## config.mk

```make
export PLATFORM = sky130hd
export DESIGN_NAME = i2s_stereo_rx
export DESIGN_NICKNAME = d
export VERILOG_FILES = /design/src/rtl/i2s_stereo_rx.sv
export SDC_FILE = /design/constraint.sdc
export NUM_CORES = 1
export LEC_CHECK = 0
export CORE_MARGIN = 10
export CORE_UTILIZATION = 40
export CTS_CLUSTER_DIAMETER = 150
export DETAILED_ROUTE_END_ITERATION = 12
export PLACE_DENSITY = 0.63
export SYNTH_ARGS = -nofsm -noshare
export SYNTH_HDL_FRONTEND = slang
export SYNTH_SLANG_ARGS = --single-unit
```

## constraint.sdc

```tcl
create_clock -name clk -period 3.2 [get_ports clk]
set_input_delay 0.48 -clock clk [delete_from_list [all_inputs] [get_ports clk]]
set_output_delay 0.48 -clock clk [all_outputs]
set_load 0.01 [all_outputs]
```

## src/rtl/i2s_stereo_rx.sv

```systemverilog
// i2s_stereo_rx
//   Oversampled I2S receiver. SCLK, WS and SD are synchronised into the clk
//   domain and treated as data; a stereo word pair is reassembled into signed
//   parallel L/R samples for the downstream mid/side stage.
//
// Ports
//   clk        system clock, at least 4x the I2S bit clock
//   rst        asynchronous active-high reset
//   i2s_sclk   I2S bit clock (asynchronous to clk)
//   i2s_ws     I2S word select, 0 = left, 1 = right
//   i2s_sd     I2S serial data, MSB first, two's complement
//   L, R       signed left/right samples, held between updates
//   sample_ce  one-cycle pulse when a new L/R pair is presented
//   frame_err  one-cycle pulse when a completed word was shorter than DATA_W
//   locked     high once word framing has been acquired

module i2s_stereo_rx #(
    parameter int unsigned DATA_W      = 16,
    parameter int unsigned SYNC_STAGES = 2
) (
    input  logic              clk,
    input  logic              rst,
    input  logic              i2s_sclk,
    input  logic              i2s_ws,
    input  logic              i2s_sd,
    output logic [DATA_W-1:0] L,
    output logic [DATA_W-1:0] R,
    output logic              sample_ce,
    output logic              frame_err,
    output logic              locked
);

    localparam int unsigned     CNT_W   = 6;
    localparam logic [CNT_W-1:0] CNT_MAX = '1;

    localparam logic [0:0] ST_SEEK = 1'b0;
    localparam logic [0:0] ST_RX   = 1'b1;

    // Input synchronisers; the MSB is the synchronised value
    logic [SYNC_STAGES-1:0] sclk_sync;
    logic [SYNC_STAGES-1:0] ws_sync;
    logic [SYNC_STAGES-1:0] sd_sync;

    always_ff @(posedge clk or posedge rst) begin
        if (rst) begin
            sclk_sync <= '0;
            ws_sync   <= '0;
            sd_sync   <= '0;
        end else begin
            sclk_sync <= {sclk_sync[SYNC_STAGES-2:0], i2s_sclk};
            ws_sync   <= {ws_sync[SYNC_STAGES-2:0], i2s_ws};
            sd_sync   <= {sd_sync[SYNC_STAGES-2:0], i2s_sd};
        end
    end

    // Registered rising-edge detector; ws/sd are registered alongside so the
    // sampled bit lines up with the cycle in which the edge strobe is high
    logic sclk_q;
    logic rise_q;
    logic ws_k;
    logic sd_k;

    always_ff @(posedge clk or posedge rst) begin
        if (rst) begin
            sclk_q <= 1'b0;
            rise_q <= 1'b0;
            ws_k   <= 1'b0;
            sd_k   <= 1'b0;
        end else begin
            sclk_q <= sclk_sync[SYNC_STAGES-1];
            rise_q <= sclk_sync[SYNC_STAGES-1] & ~sclk_q;
            ws_k   <= ws_sync[SYNC_STAGES-1];
            sd_k   <= sd_sync[SYNC_STAGES-1];
        end
    end

    // Framing state
    logic [0:0]        state_q;
    logic [0:0]        state_d;
    logic              ws_prev_q;
    logic              have_ws_q;   // ws_prev_q holds a real sample since reset
    logic [CNT_W-1:0]  bit_cnt_q;
    logic [DATA_W-1:0] word_q;
    logic [DATA_W-1:0] l_hold_q;
    logic              l_valid_q;

    logic              ws_edge_c;
    logic [CNT_W-1:0]  cnt_inc_c;
    logic [DATA_W-1:0] word_nxt_c;
    logic              short_c;

    // WS change relative to the previous bit marks the LSB of the current word
    always_comb begin
        ws_edge_c = have_ws_q & (ws_k != ws_prev_q);
    end

    // Word with the current bit inserted; bits past DATA_W are dropped
    always_comb begin
        word_nxt_c = word_q;
        for (int unsigned i = 0; i < DATA_W; i++) begin
            if (32'(bit_cnt_q) == (DATA_W - 1 - i)) begin
                word_nxt_c[i] = sd_k;
            end
        end
        cnt_inc_c = (bit_cnt_q == CNT_MAX) ? CNT_MAX : bit_cnt_q + CNT_W'(1);
        short_c   = (32'(bit_cnt_q) + 32'd1) < DATA_W;
    end

    // State register
    always_ff @(posedge clk or posedge rst) begin
        if (rst) begin
            state_q <= ST_SEEK;
        end else begin
            state_q <= state_d;
        end
    end

    // Next-state logic: lock on the first WS transition, then stay locked
    always_comb begin
        state_d = state_q;
        case (state_q)
            ST_SEEK: begin
                if (rise_q && ws_edge_c) begin
                    state_d = ST_RX;
                end
            end
            ST_RX: begin
                state_d = ST_RX;
            end
            default: begin
                state_d = ST_SEEK;
            end
        endcase
    end

    // Bit capture, word completion and output update
    always_ff @(posedge clk or posedge rst) begin
        if (rst) begin
            ws_prev_q <= 1'b0;
            have_ws_q <= 1'b0;
            bit_cnt_q <= '0;
            word_q    <= '0;
            l_hold_q  <= '0;
            l_valid_q <= 1'b0;
            L         <= '0;
            R         <= '0;
            sample_ce <= 1'b0;
            frame_err <= 1'b0;
            locked    <= 1'b0;
        end else begin
            sample_ce <= 1'b0;
            frame_err <= 1'b0;
            if (rise_q) begin
                ws_prev_q <= ws_k;
                have_ws_q <= 1'b1;
                if (state_q == ST_SEEK) begin
                    // The bit at the lock edge closes an unseen word: discard it
                    if (ws_edge_c) begin
                        bit_cnt_q <= '0;
                        word_q    <= '0;
                        locked    <= 1'b1;
                    end
                end else if (ws_edge_c) begin
                    if (short_c) begin
                        frame_err <= 1'b1;
                    end
                    if (!ws_prev_q) begin
                        l_hold_q  <= word_nxt_c;
                        l_valid_q <= 1'b1;
                    end else if (l_valid_q) begin
                        L         <= l_hold_q;
                        R         <= word_nxt_c;
                        sample_ce <= 1'b1;
                        l_valid_q <= 1'b0;
                    end
                    bit_cnt_q <= '0;
                    word_q    <= '0;
                end else begin
                    bit_cnt_q <= cnt_inc_c;
                    word_q    <= word_nxt_c;
                end
            end
        end
    end

endmodule
```

; After elaboration in Yosys (flattened, before gate mapping)
; Cells that the tools add are included.
[word_totals]
output_inout_bits = 35
inputBits = 5
ff_bits = 87
wordCells = 87
[classes]
n_bitwise = 5
reduce_logical = 8
eq_ne = 17
n_lt_le_gt_ge = 1
add_sub_neg = 2
mux = 35
[op_table]
columns = op, n
row1 = == test 6 x 4 -> 1 bit (second input constant), 8
row2 = 2-to-1 mux 16 bit, 3
row3 = 2-to-1 mux 1 bit, 27
row4 = == test 6 x 3 -> 1 bit (second input constant), 4
row5 = 2-to-1 mux 6 bit, 4
row6 = == test 6 x 2 -> 1 bit (second input constant), 2
row7 = adder 6 x 1 -> 7 bit (second input constant), 1
row8 = < comparator 7 x 5 -> 1 bit (second input constant), 1
row9 = adder 6 x 1 -> 6 bit (second input constant), 1
row10 = == test 6 x 1 -> 1 bit (second input constant), 1
row11 = == test 6 bit (second input constant), 1
row12 = logical NOT 6 bit, 1
row13 = AND reduction 3 bit, 2
row14 = AND reduction 5 bit, 1
row15 = AND reduction 4 bit, 1
row16 = inverter 1 bit, 3
row17 = bitwise AND 1 bit, 2
row18 = case mux 1 bit (2 select lines), 1
row19 = AND reduction 2 bit, 1
row20 = nonzero test 2 bit, 1
row21 = logical AND 1 bit, 1
row22 = != test 1 bit, 1

; Depth between registers and ports, before layout
[depth]
ltp_word = 6
mapped_depth = 7
depth_no_buf = 5

; Least setup slack after synthesis
; Ideal clock, no wire load.
[synth_timing]
path_kind = register to register
startpoint = reg rise_q
endpoint = reg R[15]
n_path_buf = 2
synth_period_minus_slack_ns = 1.644
stages_incl_launch_ff = 7
required_ns = 3.075
path_slack_ns = 1.556
t_arrival_ns = 1.519
setup_time_ns = 0.125
cell_sequence = dfrtp_1 -> buf_2 -> nand2_2 -> or4_1 -> buf_6 -> inv_2 -> mux2_2
[synth_via]
elab_chain_cells = 1
[synth_lines]
columns = item, line_no
row1 = from (decl), 59  ; logic rise_q;
row2 = from (signal assigned), 71  ; rise_q <= sclk_sync[SYNC_STAGES-1] & ~sclk_q;
row3 = AND reduction 5 bit (no line), --
row4 = to (signal assigned), 172  ; R <= word_nxt_c;
row5 = to (decl), 27  ; output logic [DATA_W-1:0] R,
; Every way passes these cells.
; A chain may end at the register's enable or synchronous reset.

; Worst setup path after layout
[layout_timing]
startpoint = reg rise_q
endpoint = reg L[8]
[layout_via]
elab_chain_cells = 1
[layout_lines]
columns = item, line_no
row1 = AND reduction 5 bit (no line), --
row2 = to (signal assigned), 171  ; L <= l_hold_q;
row3 = to (decl), 26  ; output logic [DATA_W-1:0] L,
; Every way passes these cells.

==> reports/results.ini <==
[power_and_ir_drop]
power.density_nw_per_um2 = 573
vdd_ir_drop_max_v = 0.000257
p_leak_nw = 2.04

[run_status]
status = complete, no violations

[timing]
slew_headroom_pct = 51.9
rsz0062_at_grt = no
setup_viol = 0
period_needed_ns = 2.22
tns_ns = 0
max_freq_mhz = 450
drv_slew = 0
finalCritPeriodShare_pct = 69.5
finalHoldViolCount = 0
skew_ns = 0.00993
max_slew.worst_pin.slew_ns = 0.721

[cts]
clockBufferDepth = 2
clk_pin_slew_ns = 0.08
cts_tree = yes
post_cts_buffers = 0
root_buffer = clkbuf_8
clk-insertion-delay-late_ns = 0.36
cts_inserted_buffers = 9
htreeDepth = 3
cts_resized = 0
hold_buffers = 0
cts_sinks = 87

[finish]
final_util_pct = 48.1
synthToLayoutAreaGrowth_pct = 17.6
layout.nets = 387
drive_gt1_share_pct = 8.38
num_antenna_cells = 0
n_fill_cell = 858

[setup_path]
critPathRequiredTime_ns = 3.44
worst_setup_path_start_kind = register
arrival_ns = 2.46
cp-end-kind = register
critPathMaxFanout = 37
critPathKind = register to register

[floorplan]
initial_utilization_pct = 40.9
die_area_um2 = 13700
die_w_um = 117
die_h_um = 117
io_pins = 40
core-area_um2 = 9200
num_rows = 35

[placed_design]
port_buffers = 39
dp_hpwl_um = 4920
place.gp.congestion = 0.867

[yosys]
synth_top_area_share_pct = 57.8
synth_area_um2 = 3760
syn_avg_cell_area_um2 = 10.9
ys_seq_area_share_pct = 57.8
synth_edf_count = 0
syn_nets = 354
synth-seq-cells = 87
synth_warnings = 0
async_reset_ff_share_pct = 100
synth.area.top_cells = dfrtp_1, mux2i_1, nand2_1
synth-main-ff-cell = dfrtp_1
synth_cell_types = 42
synthCells = 345
synth_top_area_cell = dfrtp_1

[detailed_routing]
via_per_inst = 5.00
ant_nets = 0
drc_errors = 0
drt_iter0_markers = 125
wire_per_inst_um = 14.6
totalWireLength_um = 7210
dr.pass1.iters = 4
vias = 2463

[grt]
first_global_vias = 2422
grt_pass1_wl_um = 12200
grt_max_degree = 54
grt_use_total_pct = 11.1
grt_overflow = 0
antenna_found_initial = 0

[min_path]
hp-class = register to register

[run]
maxCapViolCount = 0

-- final timing paths --
check / slack, ns / startpoint / depth (start not counted) / endpoint
min in group asynchronous: 0.51 / rst / 2 / l_valid_q
hold reg to reg: 0.35 / ws_sync[0] / 0 / ws_sync[1]
setup reg to reg: 0.98 / rise_q / 5 / L[8]
hold / removal: 0.35 / ws_sync[0] / 0 / ws_sync[1]
max in group asynchronous: 2.01 / rst / 3 / L[8]
setup / recovery: 0.98 / rise_q / 5 / L[8]
-- registers in the layout, summed over array words and instances, names as in the netlist, 2 cells and up --
register   flops
ws_sync        2
l_hold_q      16
sclk_sync      2
bit_cnt_q      6
R             16
L             16
word_q        16
sd_sync        2
-- cell type report --
class / count / area, um^2 / share of cell area (%)
clock inverter: 6 / 109 / 2.46
timing repair buffer: 43 / 433 / 9.79
tap: 111 / 139 / 3.14
sequential: 87 / 2180 / 49.2
clock buffer: 9 / 124 / 2.80
multi-input combinational: 200 / 1300 / 29.4
inverter: 37 / 140 / 3.17
-- cells in the mapped netlist, types with 4 or more instances --
master,number
ha_1,4
mux2i_1,30
o221ai_1,16
o21ai_0,7
o21ai_1,30
nand3_1,23
inv_1,36
clkbuf_1,4
buf_2,7
dfrtp_1,87
nand2_1,54
buf_6,7
-- layout by cell type (no fill, tap or decap), types with 3 or more instances in the layout --
cell type        netlist  final
buf_4                  1      3
bufinv_16              0      3
ha_1                   4      4
clkinv_2               0      3
mux2i_1               30     30
nand3_1               23     23
clkdlybuf4s50_1        0     39
clkbuf_8               0      9
o21ai_0                7      7
mux2_2                 3      3
nand2_1               54     54
inv_1                 36     35
o21ai_1               30     30
dfrtp_1               87     87
o221ai_1              16     16
-- stage by stage --
stage | hold slack, ns | setup WS [ns] | power, W | instances | instance area [um^2]
3_5_place_dp | 0.336 | 0.975 | 0.00167 | 478 | 4190
5_1_grt | 0.362 | 0.769 | 0.00266 | 493 | 4420
2_1_floorplan | 0.331 | 0.470 | 0.00151 | 345 | 3760
3_3_place_gp | 0.332 | 1.01 | 0.00166 | 478 | 4190
6_report | 0.354 | 0.977 | 0.00254 | 493 | 4420
4_1_cts | 0.355 | 0.958 | 0.00257 | 493 | 4420
-- cell families after synthesis --
| group | synth area share (%) |
|---|---|
| buffers and inverters | 7.58 |
| XOR/XNOR | 0.466 |
| multiplexers | 9.28 |
| flip-flops | 57.8 |
| AND/OR/NAND/NOR | 12.4 |
| adder cells (fa/ha/maj) | 1.33 |
| AO/OA/AOI/OAI | 11.1 |
-- critical path, stage by stage (launching register included) --
cell	delay [ns]
dfrtp_1	0.47
nand2_2	0.12
or4_2	1.00
buf_4	0.36
nand2_1	0.09
o21ai_1	0.06
-- metal layers --
layer	GRT usage (%)	routed length (um)	vias up
met3	3.87	472	6
met2	16.3	3110	48
met1	14.7	3570	1165
li1	-	-	1244
met5	0	0	-
met4	4.53	59	0
-- report_power, final --
| part | switching (W) | total [W] | internal, W |
|---|---|---|---|
| Clock | 0.000387 | 0.000902 | 0.000514 |
| Sequential | 0.0000646 | 0.00125 | 0.00119 |
| Combinational | 0.000208 | 0.000384 | 0.000177 |
| Total | 0.000660 | 0.00254 | 0.00188 |
Power figures use the tool's default switching activity.
